--- src/rtl/alu_issue_ctrl.sv ---
// rtl/alu_issue_ctrl.sv - single-entry EX-stage issue controller for the aluControl/ALU pair
module alu_issue_ctrl #(
   parameter int MC_CYCLES = 4,
   parameter int CNT_W     = 8
) (
   input  logic             clk,
   input  logic             rst_n,
   input  logic             in_valid,
   output logic             in_ready,
   input  logic [3:0]       in_func,
   input  logic [1:0]       in_aluop,
   input  logic             flush,
   output logic [3:0]       alu_func,
   output logic [1:0]       alu_op,
   output logic             alu_en,
   output logic             out_valid,
   input  logic             out_ready,
   output logic             busy,
   output logic [CNT_W-1:0] retired
);

   typedef enum logic [1:0] {
      S_IDLE = 2'd0,
      S_EXEC = 2'd1,
      S_ITER = 2'd2,
      S_DONE = 2'd3
   } state_t;

   // Counter holds the number of ITER cycles still to run after the current one,
   // so loading MC_CYCLES-1 keeps the ALU busy for MC_CYCLES cycles.
   localparam logic [3:0] LP_MC_LOAD = 4'(MC_CYCLES - 1);

   state_t           r_state;
   state_t           w_next;
   logic [3:0]       r_cnt;
   logic [3:0]       w_cnt_next;
   logic [3:0]       r_alu_func;
   logic [1:0]       r_alu_op;
   logic [CNT_W-1:0] r_retired;
   logic             w_accept;
   logic             w_retire;

   // Ready depends only on state and downstream ready, never on in_valid.
   assign in_ready  = (r_state == S_IDLE) | ((r_state == S_DONE) & out_ready);
   assign w_accept  = in_valid & in_ready & ~flush;
   assign w_retire  = (r_state == S_DONE) & out_ready & ~flush;

   assign alu_func  = r_alu_func;
   assign alu_op    = r_alu_op;
   assign alu_en    = (r_state == S_EXEC) | (r_state == S_ITER);
   assign out_valid = (r_state == S_DONE);
   assign busy      = (r_state != S_IDLE);
   assign retired   = r_retired;

   // Next-state and iteration counter; flush overrides everything.
   always_comb begin
      w_next     = r_state;
      w_cnt_next = r_cnt;
      if (flush) begin
         w_next     = S_IDLE;
         w_cnt_next = 4'd0;
      end else begin
         case (r_state)
            S_IDLE, S_DONE: begin
               if (w_accept) begin
                  if (in_aluop == 2'b11) begin
                     w_next     = S_ITER;
                     w_cnt_next = LP_MC_LOAD;
                  end else begin
                     w_next     = S_EXEC;
                  end
               end else if (r_state == S_DONE && out_ready) begin
                  w_next = S_IDLE;
               end
            end
            S_EXEC: begin
               w_next = S_DONE;
            end
            S_ITER: begin
               if (r_cnt == 4'd0) begin
                  w_next = S_DONE;
               end else begin
                  w_cnt_next = r_cnt - 4'd1;
               end
            end
            default: begin
               w_next     = S_IDLE;
               w_cnt_next = 4'd0;
            end
         endcase
      end
   end

   // State and iteration counter registers.
   always_ff @(posedge clk or negedge rst_n) begin
      if (!rst_n) begin
         r_state <= S_IDLE;
         r_cnt   <= 4'd0;
      end else begin
         r_state <= w_next;
         r_cnt   <= w_cnt_next;
      end
   end

   // ALU control latches only on accept and holds through ITER, DONE and IDLE.
   always_ff @(posedge clk or negedge rst_n) begin
      if (!rst_n) begin
         r_alu_func <= 4'b0000;
         r_alu_op   <= 2'b00;
      end else if (w_accept) begin
         r_alu_func <= in_func;
         r_alu_op   <= in_aluop;
      end
   end

   // Retired-operation counter, wraps silently.
   always_ff @(posedge clk or negedge rst_n) begin
      if (!rst_n) begin
         r_retired <= '0;
      end else if (w_retire) begin
         r_retired <= r_retired + CNT_W'(1);
      end
   end

endmodule

--- config.mk ---
export PLATFORM = sky130hd
export DESIGN_NAME = alu_issue_ctrl
export DESIGN_NICKNAME = d
export VERILOG_FILES = /design/src/rtl/alu_issue_ctrl.sv
export SDC_FILE = /design/constraint.sdc
export NUM_CORES = 1
export LEC_CHECK = 0
export ABC_AREA = 0
export CORE_MARGIN = 1
export CORE_UTILIZATION = 50
export DETAILED_ROUTE_END_ITERATION = 6
export PLACE_DENSITY_LB_ADDON = 0.1
export SLEW_MARGIN = 20
export SYNTH_ARGS = -nofsm -noshare
export SYNTH_HDL_FRONTEND = slang
export SYNTH_SLANG_ARGS = --single-unit
--- constraint.sdc ---
create_clock -name clk -period 3.9 [get_ports clk]
set_input_delay 0.585 -clock clk [delete_from_list [all_inputs] [get_ports clk]]
set_output_delay 0.585 -clock clk [all_outputs]
set_load 0.02 [all_outputs]
==> key figures <==
Clocking
  – PostCTS Resize Cnt: 0
  – Root Buffer: clkbuf_4
  – Longest Clk Path Bufs: 2
  – Hold buffers post-CTS: 0
  – CTS Buf Count: 3
  – Clk pin slew, worst setup/hold paths: 0.11 ns
  – # Post-CTS Setup Buffers: 0
  – Clock tree from TritonCTS: yes
  – Clk_lat worst skew: 0.29 ns
  – Sink Count: 20
  – Htree depth: 1

STA
  – RSZ-0062 raised after global routing: no
  – Max-slew violations: 0
  – Final setup viols: 0
  – Worst clock skew: 0.00212 ns
  – Final Cycle Share: 65.0%
  – Slew headroom: 41.5%
  – Final WS setup: 1.36 ns
  – Tightest Pin Transition: 0.875 ns
  – Max Clock Freq: 0.394 GHz
  – Period minus WS final: 2.54 ns
  – Fin. Hold Viols: 0
  – TNS Setup: 0 ns

Layout
  – Fill cells: 156
  – Multi-input logic area: 499 um2
  – # nets final: 136
  – Seq. cell area: 500 um2
  – Layout cells sized above 1: 16.9%
  – # diodes: 0
  – P&R area growth vs syn: 31.3%

Power and ir drop
  – Gate power share: 52.1%
  – Psw: 0.000337 W
  – Power Density: 659 nW/um2
  – Clock share of power: 13.1%
  – Int Power: 0.000570 W
  – Leak: 0.627 nW
  – Max VDD drop: 489 uV
  – Overall power: 0.000907 W
  – Sequential group share of total power: 34.8%
  – Switching share of power: 37.2%

Floorplanning
  – Die X: 47.8 um
  – IO Pins: 29
  – Die Y: 47.8 um
  – Core ar.: 1960 um2
  – Starting density of the core: 53.4%
  – Row count: 16
  – Die area: 2280 um2

Synth
  – Synth warn: 0
  – Mapped Area: 1050 um2
  – Ys async rst share: 100%
  – Number of synthesized flops with an enable pin: 0
  – Synth top area cells: dfrtp_1 48%, mux2_2 13%, ha_1 7.2%
  – Cells after Synth: 88
  – Seq/Total Area, Yosys: 47.7%
  – #FFs+latches synth: 20
  – Netlist cell types: 27
  – Synth top cells by count: 20 x dfrtp_1, 12 x mux2_2, 7 x inv_1, 7 x xnor2_1, 6 x ha_1
  – Dominant synthesized flop cell: dfrtp_1
  – Leading area contributor after synthesis: dfrtp_1
  – Top-count cell post-synth: dfrtp_1
  – Synthesized net count: 105
  – Share of the synthesized area in the top cell type: 47.7%
  – Average size of a mapped cell: 11.9 um2

Route
  – Routed Antenna Nets: 0
  – DRT iter0 DRCs: 5
  – Post-route DRC: 0
  – Vias/cell: 5.01
  – DR pass1 iterations: 4
  – Vias: 727
  – Routed WL: 1.76 mm
  – DR WL/cell: 12.1 um

GRT
  – All-Layer GR Usage: 17.6%
  – Vias in the first global route: 677
  – First-pass GRT wire length: 2.79 mm
  – Congestion Overflow GR: 0
  – Largest net degree at the start of global routing: 21
  – Initial antenna violation count: 0

Place
  – Final GP Congestion: 0.815
  – Dpl ws: 1.37 ns
  – DP HPWL: 1.40 mm
  – Port bufs: 28

Critical path
  – WP data required: 3.31 ns
  – R2R Setup Slk: 2.12 ns
  – Highest net fanout along the worst path: 4
  – Critical Path Start Type: input pin
  – CP Capture Type: primary output
  – Crit path arrival time: 1.95 ns
  – Crit Path Class: in2out

Status
  – Status: completed

Hold path
  – Hold Crit Class: reg2reg

Flow run
  – Max Cap Viol: 0
==> routing by layer <==
metal | share of wire, % | wire, um | global-route usage (%) | up-vias
met5 | 0 | 0 | 0 | -
met4 | 0.51 | 9 | 3.33 | 0
met3 | 5.2 | 92 | 5.28 | 2
met2 | 52 | 906 | 32.2 | 20
met1 | 43 | 748 | 20.4 | 343
li1 | - | - | - | 362
==> final timing paths <==
path                                     to  startpoint  cells past startpoint
min in group asynchronous          r_cnt[2]       rst_n                      1
worst min register to register   retired[7]  retired[7]                      1
max in group asynchronous       alu_func[1]       rst_n                      1
worst min-delay path             retired[7]  retired[7]                      1
worst max-delay path               in_ready   out_ready                      4
worst max register to register     r_cnt[1]  r_state[0]                      5
==> worst max-delay path, cell delays in order <==
cell and delay (ns):
clkdlybuf4s50_1 0.45, a21oi_1 0.31, inv_1 0.07, clkdlybuf4s50_1 0.54
==> cell type report <==
type / instances / share of cell area (%)
tap: 27 / 2.45
clock buffer: 4 / 2.64
sequential: 20 / 36.4
timing repair buffer: 28 / 20.4
multi-input combinational: 59 / 36.3
inverter: 7 / 1.91
==> placed cells by master (no fill, tap or decap) <==
| master | count |
|---|---|
| a31oi_1 | 2 |
| nand2b_1 | 1 |
| xnor2_1 | 7 |
| nor2_1 | 4 |
| mux2_2 | 12 |
| clkbuf_8 | 1 |
| clkbuf_4 | 3 |
| inv_1 | 7 |
| o21ai_0 | 1 |
| dfrtp_1 | 20 |
| nand3_1 | 2 |
| nand4b_1 | 1 |
| a2bb2oi_1 | 1 |
| xor2_1 | 2 |
| nand4_4 | 1 |
| or2_1 | 1 |
| o21ai_2 | 1 |
| nor3b_2 | 1 |
| nor2b_1 | 1 |
| and4_4 | 1 |
| a21oi_1 | 4 |
| nand2_1 | 5 |
| ha_1 | 6 |
| clkdlybuf4s50_1 | 28 |
| a22o_1 | 1 |
| nor3_1 | 1 |
| mux2i_1 | 1 |
| and3_1 | 1 |
| and3b_1 | 1 |
==> power groups by stage <==
stage	Sequential [W]	Clock [W]	Combinational, W
floorplan	0.000366	0	0.000248
global placement	0.000319	0	0.000462
detailed placement	0.000321	0	0.000475
CTS	0.000317	0.000121	0.000478
global route	0.000327	0.000132	0.000513
finish	0.000315	0.000119	0.000473
==> sequential cells by signal (all words and copies together) (netlist names) <==
register	cells
alu_op	2
retired	8
r_state	2
r_cnt	4
alu_func	4
==> metrics by stage <==
stage / std cells / area, um2 / util (%) / hold slack, ns
after detailed placement: 141 / 1340 / 68.3 / 0.487
after floorplan: 88 / 1050 / - / 0.289
after global placement: 141 / 1340 / 68.3 / 0.460
after CTS: 145 / 1380 / 70.2 / 0.503
after global routing: 145 / 1380 / 70.2 / 0.520
final: 145 / 1380 / 70.2 / 0.493
==> logic make-up after synthesis <==
logic type	count (synthesis)	synth area share (%)
compound gates	10	6.09
buf+inv	9	4.65
fa+ha+maj	6	7.16
xor+xnor	9	7.52
simple gates	21	13.0
mux	13	13.8
flops	20	47.7
Note: power is estimated with default switching activity, not from simulation.
